$ cat src/rtl/framebuffer_read_if.sv
// Avalon-MM burst-read bus plus pixel valid/ready stream for the scanout reader.
interface framebuffer_read_if;
    logic [28:0] address;
    logic [7:0]  burstcount;
    logic        read;
    logic        waitrequest;
    logic [63:0] readdata;
    logic        readdatavalid;
    logic [31:0] pixel_data;
    logic        pixel_valid;
    logic        pixel_ready;
    logic        pixel_last;

    modport master (
        output address, burstcount, read,
        input  waitrequest, readdata, readdatavalid,
        output pixel_data, pixel_valid, pixel_last,
        input  pixel_ready
    );

    modport slave (
        input  address, burstcount, read,
        output waitrequest, readdata, readdatavalid,
        input  pixel_data, pixel_valid, pixel_last,
        output pixel_ready
    );
endinterface

$ cat src/rtl/framebuffer_read.sv
// Scanout reader: bursts one frame out of DDR3 and unpacks it into a 32-bit pixel stream.
module framebuffer_read #(
    parameter logic [28:0] FRAMEBUFFER1_START = 29'h0700_0000,
    parameter logic [28:0] FRAMEBUFFER2_START = 29'h0702_5800,
    parameter int          FRAME_WORDS        = 153600,
    parameter int          BURST_LEN          = 16,
    parameter int          FIFO_DEPTH         = 64
) (
    input  logic                clock,
    input  logic                reset,
    framebuffer_read_if.master  bus,
    input  logic                buffer,
    input  logic                frame_start,
    output logic                frame_busy,
    output logic [3:0]          state
);
    localparam int AW   = $clog2(FIFO_DEPTH);
    localparam int CW   = AW + 1;
    localparam int NPIX = 2 * FRAME_WORDS;
    localparam int PW   = $clog2(NPIX);

    localparam logic [28:0]   BL_A     = 29'(BURST_LEN);
    localparam logic [28:0]   FW_A     = 29'(FRAME_WORDS);
    localparam logic [CW-1:0] BL_C     = CW'(BURST_LEN);
    localparam logic [PW-1:0] LAST_PIX = PW'(NPIX - 1);

    typedef enum logic [3:0] {
        IDLE        = 4'd0,
        REQUEST     = 4'd1,
        WAIT_CREDIT = 4'd2,
        DRAIN       = 4'd3
    } state_e;

    state_e        state_q;
    logic [28:0]   base_q;
    logic [28:0]   word_addr_q;
    logic [28:0]   address_q;
    logic          read_q;
    logic          busy_q;
    logic          half_q;
    logic          done_q;
    logic [CW-1:0] out_q;
    logic [CW-1:0] cnt_q;
    logic [AW-1:0] wr_ptr_q;
    logic [AW-1:0] rd_ptr_q;
    logic [PW-1:0] pix_q;
    logic [63:0]   mem_q [FIFO_DEPTH];

    logic [CW-1:0] out_d;
    logic [CW-1:0] cnt_d;
    logic [28:0]   next_word;
    logic [28:0]   start_base;
    logic [63:0]   head;
    logic          valid;
    logic          accept;
    logic          beat;
    logic          hs;
    logic          pop;
    logic          last_hs;
    logic          credit_n;

    always_comb begin
        valid      = (cnt_q != '0);
        accept     = (state_q == REQUEST) && read_q && !bus.waitrequest;
        beat       = bus.readdatavalid;
        hs         = valid && bus.pixel_ready;
        pop        = hs && half_q;
        last_hs    = hs && (pix_q == LAST_PIX);
        out_d      = out_q + (accept ? BL_C : '0) - (beat ? CW'(1) : '0);
        cnt_d      = cnt_q + (beat ? CW'(1) : '0) - (pop ? CW'(1) : '0);
        // Credit is judged on next-cycle counts so a held request stays legal.
        credit_n   = (32'(cnt_d) + 32'(out_d) + 32'(BURST_LEN))
                     <= 32'(FIFO_DEPTH);
        next_word  = word_addr_q + BL_A;
        start_base = buffer ? FRAMEBUFFER2_START : FRAMEBUFFER1_START;
        head       = mem_q[rd_ptr_q];
    end

    assign bus.address     = address_q;
    assign bus.burstcount  = 8'(BURST_LEN);
    assign bus.read        = read_q;
    assign bus.pixel_valid = valid;
    assign bus.pixel_data  = half_q ? head[63:32] : head[31:0];
    assign bus.pixel_last  = valid && (pix_q == LAST_PIX);
    assign frame_busy      = busy_q;
    assign state           = state_q;

    always_ff @(posedge clock) begin
        if (beat) begin
            mem_q[wr_ptr_q] <= bus.readdata;
        end
    end

    always_ff @(posedge clock) begin
        if (reset) begin
            state_q     <= IDLE;
            base_q      <= '0;
            word_addr_q <= '0;
            address_q   <= '0;
            read_q      <= 1'b0;
            busy_q      <= 1'b0;
            half_q      <= 1'b0;
            done_q      <= 1'b0;
            out_q       <= '0;
            cnt_q       <= '0;
            wr_ptr_q    <= '0;
            rd_ptr_q    <= '0;
            pix_q       <= '0;
        end else begin
            out_q <= out_d;
            cnt_q <= cnt_d;
            if (beat) begin
                wr_ptr_q <= wr_ptr_q + AW'(1);
            end
            if (pop) begin
                rd_ptr_q <= rd_ptr_q + AW'(1);
            end
            if (hs) begin
                half_q <= !half_q;
                pix_q  <= last_hs ? '0 : pix_q + PW'(1);
            end
            if (last_hs) begin
                done_q <= 1'b1;
            end
            unique case (state_q)
                IDLE: begin
                    if (frame_start) begin
                        base_q      <= start_base;
                        word_addr_q <= '0;
                        address_q   <= start_base;
                        busy_q      <= 1'b1;
                        done_q      <= 1'b0;
                        read_q      <= credit_n;
                        state_q     <= REQUEST;
                    end
                end
                REQUEST: begin
                    if (accept) begin
                        word_addr_q <= next_word;
                        if (next_word == FW_A) begin
                            read_q  <= 1'b0;
                            state_q <= DRAIN;
                        end else if (credit_n) begin
                            address_q <= base_q + next_word;
                        end else begin
                            read_q  <= 1'b0;
                            state_q <= WAIT_CREDIT;
                        end
                    end else if (!read_q) begin
                        if (credit_n) begin
                            read_q    <= 1'b1;
                            address_q <= base_q + word_addr_q;
                        end else begin
                            state_q <= WAIT_CREDIT;
                        end
                    end
                end
                WAIT_CREDIT: begin
                    if (credit_n) begin
                        read_q    <= 1'b1;
                        address_q <= base_q + word_addr_q;
                        state_q   <= REQUEST;
                    end
                end
                DRAIN: begin
                    if (out_q == '0 && (done_q || last_hs)) begin
                        busy_q  <= 1'b0;
                        state_q <= IDLE;
                    end
                end
                default: begin
                    read_q  <= 1'b0;
                    state_q <= IDLE;
                end
            endcase
        end
    end
endmodule

$ cat src/flat_wrapper.sv
// flat-port wrapper written by rule: the top's interface ports become plain ports
module framebuffer_read_flat 
#(
    parameter logic [28:0] FRAMEBUFFER1_START = 29'h0700_0000,
    parameter logic [28:0] FRAMEBUFFER2_START = 29'h0702_5800,
    parameter int          FRAME_WORDS        = 153600,
    parameter int          BURST_LEN          = 16,
    parameter int          FIFO_DEPTH         = 64
)
  (clock, reset, buffer, frame_start, frame_busy, state, bus_address, bus_burstcount, bus_read, bus_waitrequest, bus_readdata, bus_readdatavalid, bus_pixel_data, bus_pixel_valid, bus_pixel_last, bus_pixel_ready);
  framebuffer_read_if bus_i ();
  input  logic clock;
  input  logic reset;
  input  logic buffer;
  input  logic frame_start;
  output logic frame_busy;
  output logic [3:0] state;
  output wire logic [$bits(bus_i.address)-1:0] bus_address;
  output wire logic [$bits(bus_i.burstcount)-1:0] bus_burstcount;
  output wire logic [$bits(bus_i.read)-1:0] bus_read;
  input wire logic [$bits(bus_i.waitrequest)-1:0] bus_waitrequest;
  input wire logic [$bits(bus_i.readdata)-1:0] bus_readdata;
  input wire logic [$bits(bus_i.readdatavalid)-1:0] bus_readdatavalid;
  output wire logic [$bits(bus_i.pixel_data)-1:0] bus_pixel_data;
  output wire logic [$bits(bus_i.pixel_valid)-1:0] bus_pixel_valid;
  output wire logic [$bits(bus_i.pixel_last)-1:0] bus_pixel_last;
  input wire logic [$bits(bus_i.pixel_ready)-1:0] bus_pixel_ready;
  assign bus_address = bus_i.address;
  assign bus_burstcount = bus_i.burstcount;
  assign bus_read = bus_i.read;
  assign bus_i.waitrequest = bus_waitrequest;
  assign bus_i.readdata = bus_readdata;
  assign bus_i.readdatavalid = bus_readdatavalid;
  assign bus_pixel_data = bus_i.pixel_data;
  assign bus_pixel_valid = bus_i.pixel_valid;
  assign bus_pixel_last = bus_i.pixel_last;
  assign bus_i.pixel_ready = bus_pixel_ready;
  framebuffer_read #(.FRAMEBUFFER1_START(FRAMEBUFFER1_START), .FRAMEBUFFER2_START(FRAMEBUFFER2_START), .FRAME_WORDS(FRAME_WORDS), .BURST_LEN(BURST_LEN), .FIFO_DEPTH(FIFO_DEPTH)) u_core (.clock(clock), .reset(reset), .bus(bus_i), .buffer(buffer), .frame_start(frame_start), .frame_busy(frame_busy), .state(state));
endmodule
$ cat config.mk
export PLATFORM = sky130hd
export DESIGN_NAME = framebuffer_read_flat
export DESIGN_NICKNAME = d
export VERILOG_FILES = /design/src/rtl/framebuffer_read_if.sv /design/src/rtl/framebuffer_read.sv /design/src/flat_wrapper.sv
export SDC_FILE = /design/constraint.sdc
export NUM_CORES = 2
export LEC_CHECK = 0
export BUFFER_PORTS_ARGS = -buffer_cell sky130_fd_sc_hd__clkbuf_2
export CORE_ASPECT_RATIO = 0.7
export CORE_MARGIN = 2
export CORE_UTILIZATION = 60
export CTS_BUF_LIST = sky130_fd_sc_hd__clkbuf_8
export CTS_CLUSTER_DIAMETER = 80
export DETAILED_ROUTE_END_ITERATION = 10
export GPL_TIMING_DRIVEN = 0
export PLACE_DENSITY = 0.75
export SETUP_SLACK_MARGIN = 0.05
export SYNTH_ARGS = -nofsm -noshare
export SYNTH_HDL_FRONTEND = slang
export SYNTH_SLANG_ARGS = --single-unit
$ cat constraint.sdc
create_clock -name clock -period 9 [get_ports clock]
set_input_delay 0.9 -clock clock [delete_from_list [all_inputs] [get_ports clock]]
set_output_delay 0.9 -clock clock [all_outputs]
set_load 0.01 [all_outputs]
==> metrics.cfg <==
[outcome]
run_status=finished with violations
violations=max-capacitance violations, max-slew violations

[clock_tree]
cts_buffers=599
cts_tree=done
cts_num_sinks=4211
clock_path_buffers=4
path_clk_slew_ns=0.07
h-tree-depth=6
cts_root_buf=clkbuf_8
cts.repair.resized=0
post_cts_buffers=0
cts_hold_buf=0
insertion_delay_ns=1.06

[power_and_ir_drop]
p_per_area_mw_per_mm2=225
switching_share=0.258
peakVddDrop_mv=0.241
power_leakage_uw=0.0560
combPwrFrac=0.138
seqPwrFrac=0.523
clockPowerShare=0.338
intPower_uw=30700
power.net_switching_uw=10700

[synth]
synth_area_per_cell_um2=23.9
synth_cells=6808
synthAdderAreaFrac=0.00384
synth-compound-area-share=0.00972
yosys_warnings=0
ys_seq_elements=4211
synth_async_sr_flop_share=0
synth_enable_flop_cells=4096
synth_cell_types=78
synth_area_mm2=0.163
synth_seq_area_share=0.770
yosys.area_share.simple=0.0135
synth-xor-area-share=0.00431
synthMuxAreaShare=0.189
synth_top_family_by_area=multiplexers
synth_flop_cell=edfxtp_1

[die]
ios=148
die_h_um=440
start_util=0.605
dieArea_mm2=0.275
die_w_um=626
rows=159
core_area_mm2=0.269

[drt]
post_drt_via_cell_ratio=6.98
drt_iter0_drc=15100
drc=0
drt-pass1-iter-count=8
antenna_left=0
wire_per_inst_um=37.8
routed_wl_um=450000
vias=83100

[worst_setup_path]
crit_path_end_kind=output port
path_class=reg -> out
crit_path_top_delay_cell=clkbuf_1
worstPathCellList=clkbuf_1 > clkbuf_1 > clkbuf_2 > buf_1 > mux4_2 > mux4_2 > mux4_2 > mux2_2 > clkbuf_2
crit_fanout=12
critical_path.most_common_cell=mux4_2
slowest_delay_ns=1.09
start_kind=flip-flop
rrSetupSlack_ns=1.71
crit_required_ns=8.10
worstPathArrival_ns=7.30

[sta]
fin_crit_ns=8.20
setup-violations-final=0
relSlewSlack=-0.0894
fin_tns_setup_ns=0
hold_ws_ns=0.188
period_share=0.911
max_freq_ghz=0.122
setup_ws_ns=0.800
finalMaxSlewViolations=44
max_slew.worst_pin.slew_ns=1.63
rsz0062_at_grt=no
hold_viol_final=0
finClkSkew_ns=0.0560

[finish]
final_area_mm2=0.184
syn2layout_area_growth_pct=13.0
final_core_util=0.684
drive_above_1_share=0.321
layout.nets=7938

[global_routing]
grtUsageTotal=0.330
grt_pass1_wl_um=619000
grt_pass1_vias=80400
grt_overflow_total=0
antenna_found_initial=26
grt_max_degree=65

[placed_design]
pre_cts_ws_ns=1.91
numPortBuffers=139
placed_area_mm2=0.173
globalplace.congestion=0.868
dp_hpwl_um=301000

[hold_path]
hold_class=in -> reg

[run]
drv_cap=4

## critical path: cells and delay by family (launching register included)
family | cells | cell delay, ns
buffers and inverters | 5 | 3.41
flip-flops | 1 | 0.33
multiplexers | 4 | 2.42
## synthesized netlist by cell type, types with 5 or more instances
library cell,n,share of area
o21a_1,5,0.00023
nor4_1,11,0.00042
o21bai_1,9,0.00042
edfxtp_1,4096,0.76
nor2_1,152,0.0035
nand4_1,26,0.0010
ha_1,42,0.0032
nor2b_1,17,0.00065
o211ai_1,6,0.00028
o31ai_1,5,0.00023
o2bb2ai_1,14,0.00075
or3_1,14,0.00054
nand2b_1,10,0.00038
xor2_1,43,0.0023
o21ai_0,36,0.0011
o221a_2,6,0.00042
mux2i_1,8,0.00049
buf_4,10,0.00046
xnor2_1,37,0.0020
inv_1,35,0.00081
a21oi_1,61,0.0019
o22ai_1,5,0.00019
a31oi_1,18,0.00069
a22oi_1,11,0.00051
buf_1,79,0.0018
and2_1,20,0.00077
clkbuf_1,279,0.0064
or2_2,7,0.00027
a211oi_1,9,0.00042
nand3_1,25,0.00077
a21o_1,7,0.00032
nand2_1,87,0.0020
and3_1,10,0.00038
nor3_1,33,0.0010
fa_1,5,0.00062
buf_2,9,0.00028
mux2_2,33,0.0023
dfxtp_1,115,0.014
mux4_2,1344,0.19
## power groups by stage
stage	registers, uW	clock network (uW)	logic [uW]
6_report	21700	14000	5720
5_1_grt	21700	14900	5960
4_1_cts	21700	14100	5590
3_5_place_dp	22100	0	5560
3_3_place_gp	22100	0	5390
2_1_floorplan	22100	0	3450
## sequential cells by signal, indices dropped and copies added (netlist names), 2 cells and up, named ones only
| signal | cells |
|---|---|
| u_core.mem_q | 4096 |
| u_core.word_addr_q | 25 |
| u_core.rd_ptr_q | 6 |
| u_core.base_q | 2 |
| u_core.state | 4 |
| u_core.wr_ptr_q | 6 |
| u_core.cnt_q | 7 |
| u_core.bus.address | 29 |
| u_core.pix_q | 19 |
| u_core.out_q | 7 |
## layer usage
metal	vias to the layer above	global-route usage	part of all wire
li1	31500	-	-
met1	43400	0.485	0.36
met2	7227	0.444	0.42
met3	912	0.144	0.18
met4	34	0.117	0.038
met5	-	0	0.00050
## layout make-up
type / count / area (um^2)
Sequential cell: 4211 / 125000
Fill cell: 15600 / 85100
Multi-Input combinational cell: 2192 / 36300
Clock buffer: 625 / 8600
Timing Repair Buffer: 403 / 5300
Tap cell: 3622 / 4530
Clock inverter: 426 / 2150
Buffer: 378 / 1530
Inverter: 35 / 131
Antenna cell: 16 / 40.0
## cell usage in the layout (no fill, tap or decap), types with 11 or more instances in the layout
master | netlist | final
a21oi_1 | 61 | 61
a22oi_1 | 11 | 11
a31oi_1 | 18 | 18
and2_1 | 20 | 20
buf_1 | 79 | 67
buf_12 | 0 | 165
buf_16 | 0 | 11
buf_2 | 9 | 24
buf_4 | 10 | 13
buf_6 | 1 | 81
bufinv_16 | 0 | 13
clkbuf_1 | 279 | 248
clkbuf_2 | 0 | 167
clkbuf_8 | 0 | 625
clkinv_1 | 0 | 150
clkinv_2 | 0 | 50
clkinvlp_4 | 0 | 18
dfxtp_1 | 115 | 115
diode_2 | 0 | 16
edfxtp_1 | 4096 | 4096
ha_1 | 42 | 42
inv_1 | 35 | 216
inv_6 | 0 | 12
mux2_2 | 33 | 33
mux4_2 | 1344 | 1344
nand2_1 | 87 | 87
nand3_1 | 25 | 25
nand4_1 | 26 | 26
nor2_1 | 152 | 97
nor2_4 | 0 | 55
nor2b_1 | 17 | 17
nor3_1 | 33 | 24
nor4_1 | 11 | 11
o21ai_0 | 36 | 36
o2bb2ai_1 | 14 | 14
or3_1 | 14 | 14
xnor2_1 | 37 | 37
xor2_1 | 43 | 43
## per-stage QoR
| step | instances | total power (uW) |
|---|---|---|
| floorplan | 6816 | 25500 |
| global placement | 10600 | 27500 |
| detailed placement | 10800 | 27600 |
| CTS | 11900 | 41300 |
| global route | 11900 | 42500 |
| finish | 11900 | 41400 |
## cells by family after synthesis
family,Yosys count
muxes,1385
xor gates and xnor gates,80
and+or+nand+nor,442
buffers and inverters,413
adders and majority gates,47
other,2
DFF,4211
AOI/OAI and AO/OA,228
## path summary, 6_finish.rpt
check / startpoint / cells after the start / to
max reg2reg: u_core.state[3] / 21 / u_core.bus.address[18]
min reg2reg: u_core.bus.address[22] / 1 / u_core.bus.address[22]
min: buffer / 3 / u_core.base_q[17]
max: flip-flop / 9 / bus_pixel_data[25]
(Power assumes the default switching activity.)
